--- src/rtl/pwm_avalon_multi_if.sv ---
// Avalon-MM slave bus bundle for the multi-channel PWM block.
interface pwm_avalon_multi_if;
  logic        read;
  logic        write;
  logic [3:0]  address;
  logic [31:0] writedata;
  logic [31:0] readdata;

  modport master (output read, write, address, writedata, input readdata);
  modport slave  (input read, write, address, writedata, output readdata);
endinterface

--- src/rtl/pwm_avalon_multi.sv ---
// Multi-channel PWM with shared prescaler/duty counter and double-buffered duty registers.
// Optional interrupt (STATUS at 0xF, irq port) enabled by defining PWM_AVALON_IRQ_EN.
module pwm_avalon_multi #(
  parameter int CHANNELS = 4,
  parameter int R        = 10
) (
  input  logic                clock,
  input  logic                resetn,
  pwm_avalon_multi_if.slave   bus,
  output logic [CHANNELS-1:0] pwm_export
`ifdef PWM_AVALON_IRQ_EN
  ,
  output logic                irq
`endif
);
  localparam logic [R-1:0] D_MAX = '1;

  logic [CHANNELS-1:0] ctrl_en;
  logic                ctrl_irq;
  logic [31:0]         dvsr;
  logic [R:0]          duty   [CHANNELS];
  logic [R:0]          active [CHANNELS];
  logic [31:0]         q;
  logic [R-1:0]        d;
  logic                tick;
  logic                boundary;
  logic                dvsr_wr;
  logic [31:0]         rd_mux;

  assign tick     = (q == dvsr);
  assign boundary = tick && (d == D_MAX);
  assign dvsr_wr  = bus.write && (bus.address == 4'h1);

`ifdef PWM_AVALON_IRQ_EN
  logic status;

  assign irq = status && ctrl_irq;

  // Set at the period boundary takes priority over a software clear.
  always_ff @(posedge clock or negedge resetn) begin
    if (!resetn) begin
      status <= 1'b0;
    end else if (boundary) begin
      status <= 1'b1;
    end else if (bus.write && (bus.address == 4'hF) && bus.writedata[0]) begin
      status <= 1'b0;
    end
  end
`endif

  always_comb begin
    rd_mux = '0;
    if (bus.address == 4'h0) begin
      rd_mux[CHANNELS-1:0] = ctrl_en;
      rd_mux[31]           = ctrl_irq;
    end else if (bus.address == 4'h1) begin
      rd_mux = dvsr;
`ifdef PWM_AVALON_IRQ_EN
    end else if (bus.address == 4'hF) begin
      rd_mux[0] = status;
`endif
    end else begin
      for (int i = 0; i < CHANNELS; i++) begin
        if (bus.address == 4'(i + 2)) rd_mux = 32'(duty[i]);
      end
    end
  end

  always_ff @(posedge clock or negedge resetn) begin
    if (!resetn) begin
      ctrl_en      <= '0;
      ctrl_irq     <= 1'b0;
      dvsr         <= '0;
      bus.readdata <= '0;
      for (int i = 0; i < CHANNELS; i++) duty[i] <= '0;
    end else begin
      if (bus.read) bus.readdata <= rd_mux;
      if (bus.write && (bus.address == 4'h0)) begin
        ctrl_en  <= bus.writedata[CHANNELS-1:0];
        ctrl_irq <= bus.writedata[31];
      end
      if (dvsr_wr) dvsr <= bus.writedata;
      for (int i = 0; i < CHANNELS; i++) begin
        if (bus.write && (bus.address == 4'(i + 2))) duty[i] <= bus.writedata[R:0];
      end
    end
  end

  // Prescaler and shared duty counter; a DVSR write restarts both from zero.
  always_ff @(posedge clock or negedge resetn) begin
    if (!resetn) begin
      q <= '0;
      d <= '0;
    end else if (dvsr_wr) begin
      q <= '0;
      d <= '0;
    end else if (tick) begin
      q <= '0;
      d <= d + 1'b1;
    end else begin
      q <= q + 32'd1;
    end
  end

  // Active compare values reload from the shadow only at the boundary (or freely while disabled),
  // so a shadow write never changes the waveform mid-period.
  always_ff @(posedge clock or negedge resetn) begin
    if (!resetn) begin
      pwm_export <= '0;
      for (int i = 0; i < CHANNELS; i++) active[i] <= '0;
    end else begin
      for (int i = 0; i < CHANNELS; i++) begin
        if (boundary || !ctrl_en[i]) active[i] <= duty[i];
        pwm_export[i] <= ctrl_en[i] && ({1'b0, d} < active[i]);
      end
    end
  end
endmodule

--- src/flat_wrapper.sv ---
// flat-port wrapper written by rule: the top's interface ports become plain ports
module pwm_avalon_multi_flat 
#(
  parameter int CHANNELS = 4,
  parameter int R        = 10
)
  (clock, resetn, pwm_export, bus_read, bus_write, bus_address, bus_writedata, bus_readdata);
  pwm_avalon_multi_if bus_i ();
  input  logic clock;
  input  logic resetn;
  output logic [CHANNELS-1:0] pwm_export;
  input wire logic [$bits(bus_i.read)-1:0] bus_read;
  input wire logic [$bits(bus_i.write)-1:0] bus_write;
  input wire logic [$bits(bus_i.address)-1:0] bus_address;
  input wire logic [$bits(bus_i.writedata)-1:0] bus_writedata;
  output wire logic [$bits(bus_i.readdata)-1:0] bus_readdata;
  assign bus_i.read = bus_read;
  assign bus_i.write = bus_write;
  assign bus_i.address = bus_address;
  assign bus_i.writedata = bus_writedata;
  assign bus_readdata = bus_i.readdata;
  pwm_avalon_multi #(.CHANNELS(CHANNELS), .R(R)) u_core (.clock(clock), .resetn(resetn), .bus(bus_i), .pwm_export(pwm_export));
endmodule
--- config.mk ---
export PLATFORM = sky130hd
export DESIGN_NAME = pwm_avalon_multi_flat
export DESIGN_NICKNAME = d
export VERILOG_FILES = /design/src/rtl/pwm_avalon_multi_if.sv /design/src/rtl/pwm_avalon_multi.sv /design/src/flat_wrapper.sv
export SDC_FILE = /design/constraint.sdc
export NUM_CORES = 1
export LEC_CHECK = 0
export ABC_AREA = 0
export CAP_MARGIN = 20
export CORE_AREA = 3 3 149 136
export CTS_BUF_LIST = sky130_fd_sc_hd__clkbuf_8
export CTS_CLUSTER_SIZE = 20
export DETAILED_ROUTE_END_ITERATION = 6
export DIE_AREA = 0 0 152 139
export HOLD_SLACK_MARGIN = 0.05
export PLACE_DENSITY_LB_ADDON = 0.3
export SKIP_LAST_GASP = 1
export SLEW_MARGIN = 20
export SYNTH_ARGS = -nofsm -noshare
export SYNTH_HDL_FRONTEND = slang
export SYNTH_SLANG_ARGS = --single-unit
--- constraint.sdc ---
create_clock -name clock -period 2 [get_ports clock]
set_input_delay 0.6 -clock clock [delete_from_list [all_inputs] [get_ports clock]]
set_output_delay 0.6 -clock clock [all_outputs]
set_load 0.005 [all_outputs]
* Word level (Yosys, flattened, before mapping)
Cells that the tools add are included.
** Storage, ports and cells
- Output and inout bits :: 36
- Register bits :: 203
- Logic and storage cells :: 61
- Input port bits :: 40
** Operators by class
- Add/subtract/negate cells :: 2
- Equal/unequal tests :: 7
- Reduce and logical (&&, ||, !) cells :: 21
- Order comparisons :: 4
- Multiplexer cells :: 12
** Operator list (number)
- 32-bit two-way mux :: 4
- 10-bit by 11-bit less-than comparator with 1-bit output :: 4
- 11-bit two-way mux :: 3
- 32-bit by 1-bit adder with 32-bit output, second input constant :: 1
- 32-bit == test :: 1
- 27-bit two-way mux :: 1
- 10-bit two-way mux :: 2
- 1-bit logical AND :: 11
- 10-bit by 1-bit adder with 10-bit output, second input constant :: 1
- 10-bit == test, second input constant :: 1
- 4-bit by 2-bit == test with 1-bit output, second input constant :: 2
- 4-bit by 3-bit == test with 1-bit output, second input constant :: 2
- 4-bit by 1-bit == test with 1-bit output, second input constant :: 1
- 1-bit zero test :: 4
- 4-bit zero test :: 1
- 1-bit logical OR :: 4
- 4-bit two-way mux :: 1
- 2-bit nonzero test :: 1
- 1-bit two-way mux :: 1

* Depth between registers and ports, before layout
Gate-level depths: netlist (run 1).
- Word-level depth :: 7
- Depth in mapped cells :: 9

* Worst setup path before layout (run 1)
No wires, ideal clock.
- Kind :: register -> register
- Start :: register u_core.q[2]
- End :: register u_core.active[0] (netlist bit)
- Required time :: 1.875 ns
- Cell stages (with the launch flop) :: 9
- Setup slack :: -0.138 ns
- Data arrival time :: 2.013 ns
- Cells stage by stage :: dfrtp_1 -> buf_6 -> xor2_2 -> nor4_4 -> nand4_4 -> nor2_8 -> a41o_1 -> buf_6 -> mux2_4
** Between the ends
- Longest elaborated chain between the ends :: 3
** RTL lines
- start: declaration :: line pwm_avalon_multi.sv:23 : logic [31:0] q;
- start signal: assignment :: line pwm_avalon_multi.sv:101 : q <= q + 32'd1;
- 32-bit == test :: line pwm_avalon_multi.sv:30 : assign tick = (q == dvsr);
- 1-bit logical AND :: line pwm_avalon_multi.sv:31 : assign boundary = tick && (d == D_MAX);
- 1-bit logical OR :: line pwm_avalon_multi.sv:113 : if (boundary || !ctrl_en[i]) active[i] <= duty[i];
- end signal: indexed assignment :: line pwm_avalon_multi.sv:113
- end: declaration :: line pwm_avalon_multi.sv:22 : logic [R:0] active [CHANNELS];
Every way passes these cells.
A chain may end at the register's enable or synchronous reset.

* Worst setup path in the final report (run 1)
- Start :: register u_core.dvsr[21]
- End :: register u_core.active[0] (netlist bit)
** Between the ends
- Longest elaborated chain between the ends :: 3
** RTL lines
- start: declaration :: line pwm_avalon_multi.sv:20 : logic [31:0] dvsr;
- start signal: assignment :: line pwm_avalon_multi.sv:82 : if (dvsr_wr) dvsr <= bus.writedata;
- 32-bit == test :: line pwm_avalon_multi.sv:30
- 1-bit logical AND :: line pwm_avalon_multi.sv:31
- 1-bit logical OR :: line pwm_avalon_multi.sv:113
Every way passes these cells.

==> run summary, run 1 <==
The completed layout was analyzed and its total power is 13.8 mW. For the maximum number of pins on one net before global-route repair, the log shows 63. The flow ran to the end, but the final reports show violations. Of all nets on the critical path, the largest fanout is 6. The share of synthesized flip-flops with an asynchronous set or reset is 100%. In this run, distinct cell masters in the synthesized netlist total 52. At the worst endpoint, the required time is 2.38 ns.

The number of vias in the routed layout was 7289. The tools report the global-route wire length before repair as 40.2 mm. For the summed instance area of the synthesized netlist, the log shows 10100 µm². Summing all placed instances gives a cell area of 12100 µm². The tools report the number of routed nets with antenna violations as 0. In the synthesized netlist, the cells that appear most often are 203 x sky130_fd_sc_hd__dfrtp_1, 82 x sky130_fd_sc_hd__mux2_2, 80 x sky130_fd_sc_hd__nor2_1. The CTS H-tree depth was 2.

The via count of the first global-routing pass is 7685, and the mean number of vias per cell is 5.40. The share of the cycle needed by the critical path after routing was 111%; the worst vdd rail ir drop was 743 µV. At the worst endpoint, the arrival time is 2.61 ns. The tools report the largest clock skew in the final design as 0.0335 ns.

The cell with the most instances after synthesis was sky130_fd_sc_hd__dfrtp_1. The number of antenna diodes in the final layout is 0. The clock passes through at most 3 buffers. The vertical extent of the die is 139 µm. At the end of routability-driven placement, the weighted congestion stood at 0.898.

The tools report the count of final max-slew check failures as 0. The count of buffers inserted at the top-level ports is 75, and the number of warnings issued by yosys is 0. The total CTS buffers came out at 35.

The tools report the number of DRC violations after detailed routing as 0. For this design, the sink count on the clock tree is 203. For this run, the total global-route usage over all layers was measured as 23.4%. Dividing the synthesized area by the synthesized cell count gives 11.7 µm².

Setup violations remaining at the end of the flow were counted as 83. After detailed routing, the total wire length is 24.7 mm. The share of synthesized area in the top cell type comes to 50.2%.

For this design the ratio of total power to cell area is 1060 nW/µm². The final layout contains 1154 nets. The die covers 21100 µm². In this run the count of I/O pins placed on the die edge is 76. Compared with the post-synthesis result, the final layout area differs by 29.2%. The checks that failed: setup timing. Standard-cell row count: 48. Setup repair after global routing could not meet its margin everywhere. Yosys mapped a number of flops with a built-in enable equal to 0.

The first detailed-routing pass ran for 4 iterations. Clock-pin slew was measured on the worst setup and hold paths at 0.06 ns. The class of the most critical hold timing path is flop to flop. TritonCTS built the clock tree. In this run the clock root is driven by a sky130_fd_sc_hd__clkbuf_8.

The core box area came out at 19000 µm². In the final layout, the share of cells above drive strength 1 is 30.8%. The final standard cell area without fillers was 13100 µm². For the DRC violation total after the first TritonRoute iteration, the log shows 406. The smallest clock period supported by the final layout is computed as 2.22 ns. Endpoint type of the worst setup path: a flop.

The most area-hungry cell type in the Yosys netlist is sky130_fd_sc_hd__dfrtp_1. The transition time at the pin with the least slew margin was 0.547 ns; the worst path setup slack after routing was -0.225 ns. The cell count after synthesis was 866. The critical path in this run is classified as flop to flop.

Measured against its own limit, the worst slew margin works out to 63.2%. The multi-input combinational cells in the finished layout cover a total of 4710 µm². The total leakage power was 6.37 nW.

Static timing analysis puts the maximum clock frequency at 450 MHz. The layout has 1442 filler cells. In the final routed layout, each cell accounts on average for 18.3 µm.

The initial antenna violation count is 0, and the initial cell density of the core is 53.3%. The insertion delay to the later sink of the worst-skew pair is 0.52 ns. The number of nets in the synthesized netlist is 944. The die outline width is 152 µm. Of the synthesized area, sequential elements account for 50.2%. Registers take 5080 µm². Number of max-capacitance violations reported: 0.

The register bit total from synthesis is 203, and the half-perimeter wire length after placement is 17.5 mm. The run gives 0 as the count of endpoints failing hold in the final timing report. In the synthesized netlist the dominant register cell turns out to be sky130_fd_sc_hd__dfrtp_1. Summed over all layers, the global routing overflow is 0. By area the synthesized netlist is led by sky130_fd_sc_hd__dfrtp_1 50%, sky130_fd_sc_hd__mux2_2 9.1%, sky130_fd_sc_hd__mux2_4 5.9%, sky130_fd_sc_hd__ha_1 4.7%, sky130_fd_sc_hd__xor2_1 3.9%.

The critical path launch point type is a flop.
[flip-flops by register name, indices dropped and copies added (netlist names)]
name	count
u_core.d	10
u_core.duty	44
u_core.ctrl_en	4
u_core.active	44
u_core.pwm_export	4
u_core.q	32
u_core.ctrl_irq	1
u_core.dvsr	32
u_core.bus.readdata	32
[layout make-up]
| type | count | area share, % |
|---|---|---|
| clock buffer | 42 | 4.42 |
| timing repair buffer | 211 | 15.5 |
| multi-input combinational | 556 | 36.1 |
| tap | 250 | 2.39 |
| sequential | 203 | 38.9 |
| inverter | 69 | 1.98 |
| clock inverter | 18 | 0.747 |
[metrics by stage]
stage | utilization, % | worst slack (ns) | cells | hold slack [ns] | setup TNS (ns)
after floorplan | - | -0.127 | 866 | 0.304 | -5.09
after global placement | 63.6 | -0.381 | 1278 | 0.468 | -47.10
after detailed placement | 63.6 | -0.408 | 1278 | 0.474 | -48.57
after CTS | 67.6 | -0.237 | 1341 | 0.470 | -13.15
after global routing | 68.8 | -0.299 | 1349 | 0.494 | -20.76
final | 68.8 | -0.225 | 1349 | 0.487 | -14.14
[power breakdown]
group          switching (mW)  internal, mW  total [mW]
combinational            1.89          2.41        4.30
sequential              0.791          5.11        5.90
clock                    1.62          2.02        3.64
[repair_timing]
action                     in CTS  in global routing
gates cloned                    1                  4
buffers inserted                1                  4
hold buffers                    1                  0
resized for setup              22                 23
hold endpoints to repair       13                  0
pin swaps                       3                  8
setup endpoints to repair      93                 99
[worst max-delay path, stage by stage, from the launching register on]
cell	delay (ns)
sky130_fd_sc_hd__dfrtp_1	0.39
sky130_fd_sc_hd__xor2_1	0.19
sky130_fd_sc_hd__nor4_2	0.28
sky130_fd_sc_hd__buf_4	0.17
sky130_fd_sc_hd__nand4_4	0.14
sky130_fd_sc_hd__nor2_8	0.20
sky130_fd_sc_hd__a41o_1	0.25
sky130_fd_sc_hd__buf_6	0.18
sky130_fd_sc_hd__mux2_4	0.31
[cells in the final DEF (no fill, tap or decap), types with 8 or more instances in the layout]
master / count
sky130_fd_sc_hd__mux2_2: 82
sky130_fd_sc_hd__mux2_4: 40
sky130_fd_sc_hd__nand3_1: 32
sky130_fd_sc_hd__a21oi_1: 28
sky130_fd_sc_hd__buf_12: 11
sky130_fd_sc_hd__mux2i_1: 11
sky130_fd_sc_hd__nand2_1: 34
sky130_fd_sc_hd__buf_4: 115
sky130_fd_sc_hd__xor2_1: 44
sky130_fd_sc_hd__nor2_1: 80
sky130_fd_sc_hd__xnor2_1: 23
sky130_fd_sc_hd__inv_1: 83
sky130_fd_sc_hd__dlymetal6s2s_1: 8
sky130_fd_sc_hd__a211oi_1: 8
sky130_fd_sc_hd__dlygate4sd2_1: 10
sky130_fd_sc_hd__clkbuf_8: 43
sky130_fd_sc_hd__clkdlybuf4s50_1: 55
sky130_fd_sc_hd__a221oi_1: 10
sky130_fd_sc_hd__ha_1: 37
sky130_fd_sc_hd__dfrtp_1: 202
sky130_fd_sc_hd__o21ai_0: 32
[worst paths after layout]
kind	startpoint	endpoint	slack (ns)	cells past startpoint
setup / recovery	u_core.dvsr[21]$_DFFE_PN0P_	u_core.active[0]$_DFFE_PN0P_	-0.22	8
hold / removal	u_core.active[10]$_DFFE_PN0P_	u_core.active[10]$_DFFE_PN0P_	0.49	1
setup reg to reg	u_core.dvsr[21]$_DFFE_PN0P_	u_core.active[0]$_DFFE_PN0P_	-0.22	8
hold reg to reg	u_core.active[10]$_DFFE_PN0P_	u_core.active[10]$_DFFE_PN0P_	0.49	1
max in group asynchronous	resetn	u_core.d[9]$_DFFE_PN0P_	0.84	3
min in group asynchronous	resetn	u_core.q[23]$_DFF_PN0_	0.53	2
[cells by family after synthesis]
kind of cell,count (synthesis),share of synthesized area (%)
xor gates and xnor gates,69,6.05
buffers and inverters,107,4.47
adders and majority gates,38,4.70
DFF,203,50.2
muxes,137,16.6
AOI/OAI and AO/OA,110,6.88
and+or+nand+nor,202,11.1
[layer usage]
| layer | global-route usage (%) | part of all wire [%] | up-vias | wire, µm |
|---|---|---|---|---|
| met2 | 35.6 | 46 | 187 | 11400 |
| met4 | 8.66 | 2.7 | 0 | 672 |
| met3 | 5.68 | 5.7 | 54 | 1420 |
| met5 | 0 | 0 | - | 0 |
| met1 | 32.9 | 45 | 3611 | 11200 |
| li1 | - | - | 3437 | - |
Note: power is estimated with default switching activity, not from simulation.
==> run 2: changes to the inputs <==
--- a/config.mk
+++ b/config.mk
@@ -7,11 +7,11 @@
 export LEC_CHECK = 0
 export ABC_AREA = 0
 export CAP_MARGIN = 20
-export CORE_AREA = 3 3 149 136
+export CORE_AREA = 3 3 158 129
 export CTS_BUF_LIST = sky130_fd_sc_hd__clkbuf_8
 export CTS_CLUSTER_SIZE = 20
 export DETAILED_ROUTE_END_ITERATION = 6
-export DIE_AREA = 0 0 152 139
+export DIE_AREA = 0 0 161 132
 export HOLD_SLACK_MARGIN = 0.05
 export PLACE_DENSITY_LB_ADDON = 0.3
 export SKIP_LAST_GASP = 1
==> run 2 against run 1 <==
Against the previous run:
- the run still ends with setup timing left
- setup slack worse by 0.088 ns
- cell count grew 2.4%
- via count grew 1.6%
- first-iteration DRC count grew 31%
- critical endpoint is now u_core.active[33]$_DFFE_PN0P_
- highest routed layer unchanged
==> run summary, run 2 (synthesis results as in run 1) <==
The tools report the antenna diode count as 0 (unchanged). TritonCTS built the clock tree. The tools report the number of routed nets with antenna violations as 0 (unchanged).

The largest registers in the layout are u_core.active (44), u_core.duty (44). The run gives 69.5% (+6.3 points) as the relative slew slack. The routed wire length is 25.7 mm (+4.1%), and the vertical extent of the die is 132 µm (-5.0%).

The logs give 2.70 ns (+0.09 ns) for the data arrival time at the worst-slack endpoint and 1297 (+1.5%) for the post-placement cell count. The tools report the CTS H-tree depth as 2 (unchanged). The transition time at the pin with the least slew margin came out at 0.456 ns (-0.0901 ns).

The highest achievable clock rate is 432 MHz (-3.8%). The count of buffers inserted at the top-level ports is 75 (unchanged). The register area is 5080 µm² (about the same), and the die outline width is 161 µm (+5.9%). The initial antenna violation count is 0 (unchanged). The tools report the insertion delay to the later sink of the worst-skew pair as 0.52 ns (about the same).

The top-level I/O count is 76 (unchanged). The share of the cycle needed by the critical path after routing is 116% (+4.4 points), and the weighted congestion reported at the end of routability-driven placement is 0.898 (about the same). The via count of the first global-routing pass came out at 7508 (-2.3%).

The master cell of the clock root buffer was sky130_fd_sc_hd__clkbuf_8. The class of the most critical hold timing path was input port to flop. The final-stage net count was 1176 (+1.9%); the count of endpoints failing hold in the final timing report was 0 (unchanged). The logs give 203 (unchanged) for the clock sink total and 21300 µm² (+0.59%) for the full die area. Walking the worst path, the cells encountered are xor2_1 -> nor4_2 -> buf_4 -> nand4_4 -> nor2_8 -> a41o_1 -> buf_6 -> mux2_1.

Setup repair after global routing could not meet its margin everywhere. The clock-pin slew on the worst setup and hold paths was 0.06 ns (about the same); the number of fill cells in the layout was 1369 (-5.1%). The power density relative to cell area was 1060 nW/µm² (+0.10%). The worst path required time came out at 2.39 ns (about the same). Setup slack after placement: -0.402 ns (+0.00586 ns). The sum of internal, switching and leakage power came out at 14.2 mW (+2.3%).

The worst path buffer plus inverter count works out to 2 (unchanged). The half-perimeter wire length after placement is 18.3 mm (+4.4%). The core box area is 18900 µm² (-0.32%). Setup-violating endpoint count in the final report: 86 (+3.6%).

The logs give 629 µV (-15%) for the worst vdd rail ir drop and 45 (-6.3%) for the standard-cell row count. The initial cell density of the core came out at 53.5% (+0.17 points). The number of vias in the routed layout was 7407 (+1.6%). The library cell used most frequently in the layout, excluding fill and tap cells, is sky130_fd_sc_hd__dfrtp_1.

The signed area change from the synthesized netlist to the final layout came out at 32.1%. The tools report the endpoint type of the worst setup path as a flop. Fraction of layout instances using a drive strength above 1: 32.7% (+1.9 points).

Worst path setup slack after routing: -0.313 ns (-0.0881 ns). The largest stage delay on the critical path was 0.41 ns (+0.02 ns). The flow ran to the end, but the final reports show violations. The tools report the global-route total usage across every layer as 23.9% (+0.46 points). The number of DRC violations after detailed routing is 0 (unchanged). The family with the most delay on the worst path is simple AND/OR/NAND/NOR gates. The run gives 532 (+31%) as the DRC violation total after the first TritonRoute iteration. The run gives 0.0153 ns (-0.0181 ns) as the largest clock skew in the final design.

The worst setup path is of the flop to flop kind. The total leakage power is 6.72 nW (+5.4%). The number of max-capacitance violations reported is 0 (unchanged), and the total CTS buffers is 35 (unchanged). The library cells used most frequently in the layout, excluding fill and tap cells, are 201 x sky130_fd_sc_hd__dfrtp_1, 132 x sky130_fd_sc_hd__buf_4, 82 x sky130_fd_sc_hd__mux2_2, 81 x sky130_fd_sc_hd__inv_1, 80 x sky130_fd_sc_hd__nor2_1.

The worst setup path is launched from a flop. The mean number of vias per cell was 5.36 (-0.74%); the count of final max-slew check failures was 0 (unchanged). For this design, the slowest cell found on the critical path is sky130_fd_sc_hd__dfrtp_1. The final routed wire length divided by cell count is 18.6 µm (+1.7%). For the leftover overflow at the end of global routing, the log shows 0 (unchanged). The number of cells in the finished layout apart from fillers is 1381 (+2.4%), and the peak fanout along the critical path is 6 (unchanged). The global-route wire length before repair is 40.3 mm (+0.22%), and the maximum number of pins on one net before global-route repair is 39 (-38%). Area taken by multi-input logic gates: 4740 µm² (+0.53%). The maximum root-to-sink buffer count came out at 3 (unchanged). Time the worst path needs with I/O delays and setup: 2.31 ns (+0.0881 ns). The final reports fail on setup timing. The tools report the first-pass iteration count of the detailed router as 5 (+1).
-- run 2: layer usage --
layer | routed length, µm | share of wire, % | vias up | track usage [%]
li1 | - | - | 3476 | -
met1 | 12100 | 47 | 3627 | 36.2
met2 | 11400 | 44 | 256 | 35.9
met3 | 1650 | 6.4 | 48 | 3.93
met4 | 551 | 2.1 | 0 | 6.26
met5 | 0 | 0 | - | 0
-- run 2: path summary, 6_finish.rpt --
| check | cells after the start | startpoint | endpoint | slack, ns |
|---|---|---|---|---|
| worst max-delay path | 8 | u_core.dvsr[30]$_DFFE_PN0P_ | u_core.active[33]$_DFFE_PN0P_ | -0.31 |
| worst min-delay path | 2 | bus_read | u_core.bus.readdata[3]$_DFFE_PN0P_ | 0.47 |
| worst max register to register | 8 | u_core.dvsr[30]$_DFFE_PN0P_ | u_core.active[33]$_DFFE_PN0P_ | -0.31 |
| worst min register to register | 1 | u_core.active[33]$_DFFE_PN0P_ | u_core.active[33]$_DFFE_PN0P_ | 0.49 |
| max in group asynchronous | 3 | resetn | u_core.dvsr[7]$_DFFE_PN0P_ | 0.83 |
| min in group asynchronous | 2 | resetn | u_core.bus.readdata[26]$_DFFE_PN0P_ | 0.57 |
-- run 2: what timing repair did --
item	CTS	global route
hold buffers	1	0
pin swaps	5	7
hold endpoints to repair	29	0
endpoints found under the setup margin	91	110
gates cloned	2	2
gates resized for setup	28	39
setup buffers	4	15
-- run 2: final cells by class --
cell class / instances / share of cell area [%]
timing repair buffer: 233 / 16.7
multi-input combinational: 556 / 35.5
inverter: 69 / 1.94
tap: 258 / 2.42
sequential: 203 / 38.1
clock buffer: 49 / 5.05
clock inverter: 13 / 0.365
-- run 2: worst reg2reg max path, delay by kind of cell, from the launching register on --
family                    cells  cell delay (ns)
muxes                         1             0.31
and+or+nand+nor               3             0.66
xor gates and xnor gates      1             0.17
buffers and inverters         2             0.36
DFF                           1             0.41
AOI/OAI and AO/OA             1             0.29
-- run 2: metrics by stage --
stage / util [%] / cell area [µm²] / hold slack, ns / TNS [ns]
finish: 70.6 / 13400 / 0.467 / -20.48
global route: 70.6 / 13400 / 0.449 / -24.68
CTS: 69.0 / 13100 / 0.441 / -17.14
detailed placement: 64.2 / 12100 / 0.475 / -53.04
global placement: 64.2 / 12100 / 0.469 / -49.69
floorplan: - / 10100 / 0.304 / -5.09
-- run 2: where the power goes --
group	switching, mW	leakage, nW	total, mW	internal, mW
Sequential	0.791	2.55	5.90	5.11
Clock	1.63	0.422	3.79	2.16
Combinational	1.98	3.74	4.47	2.49
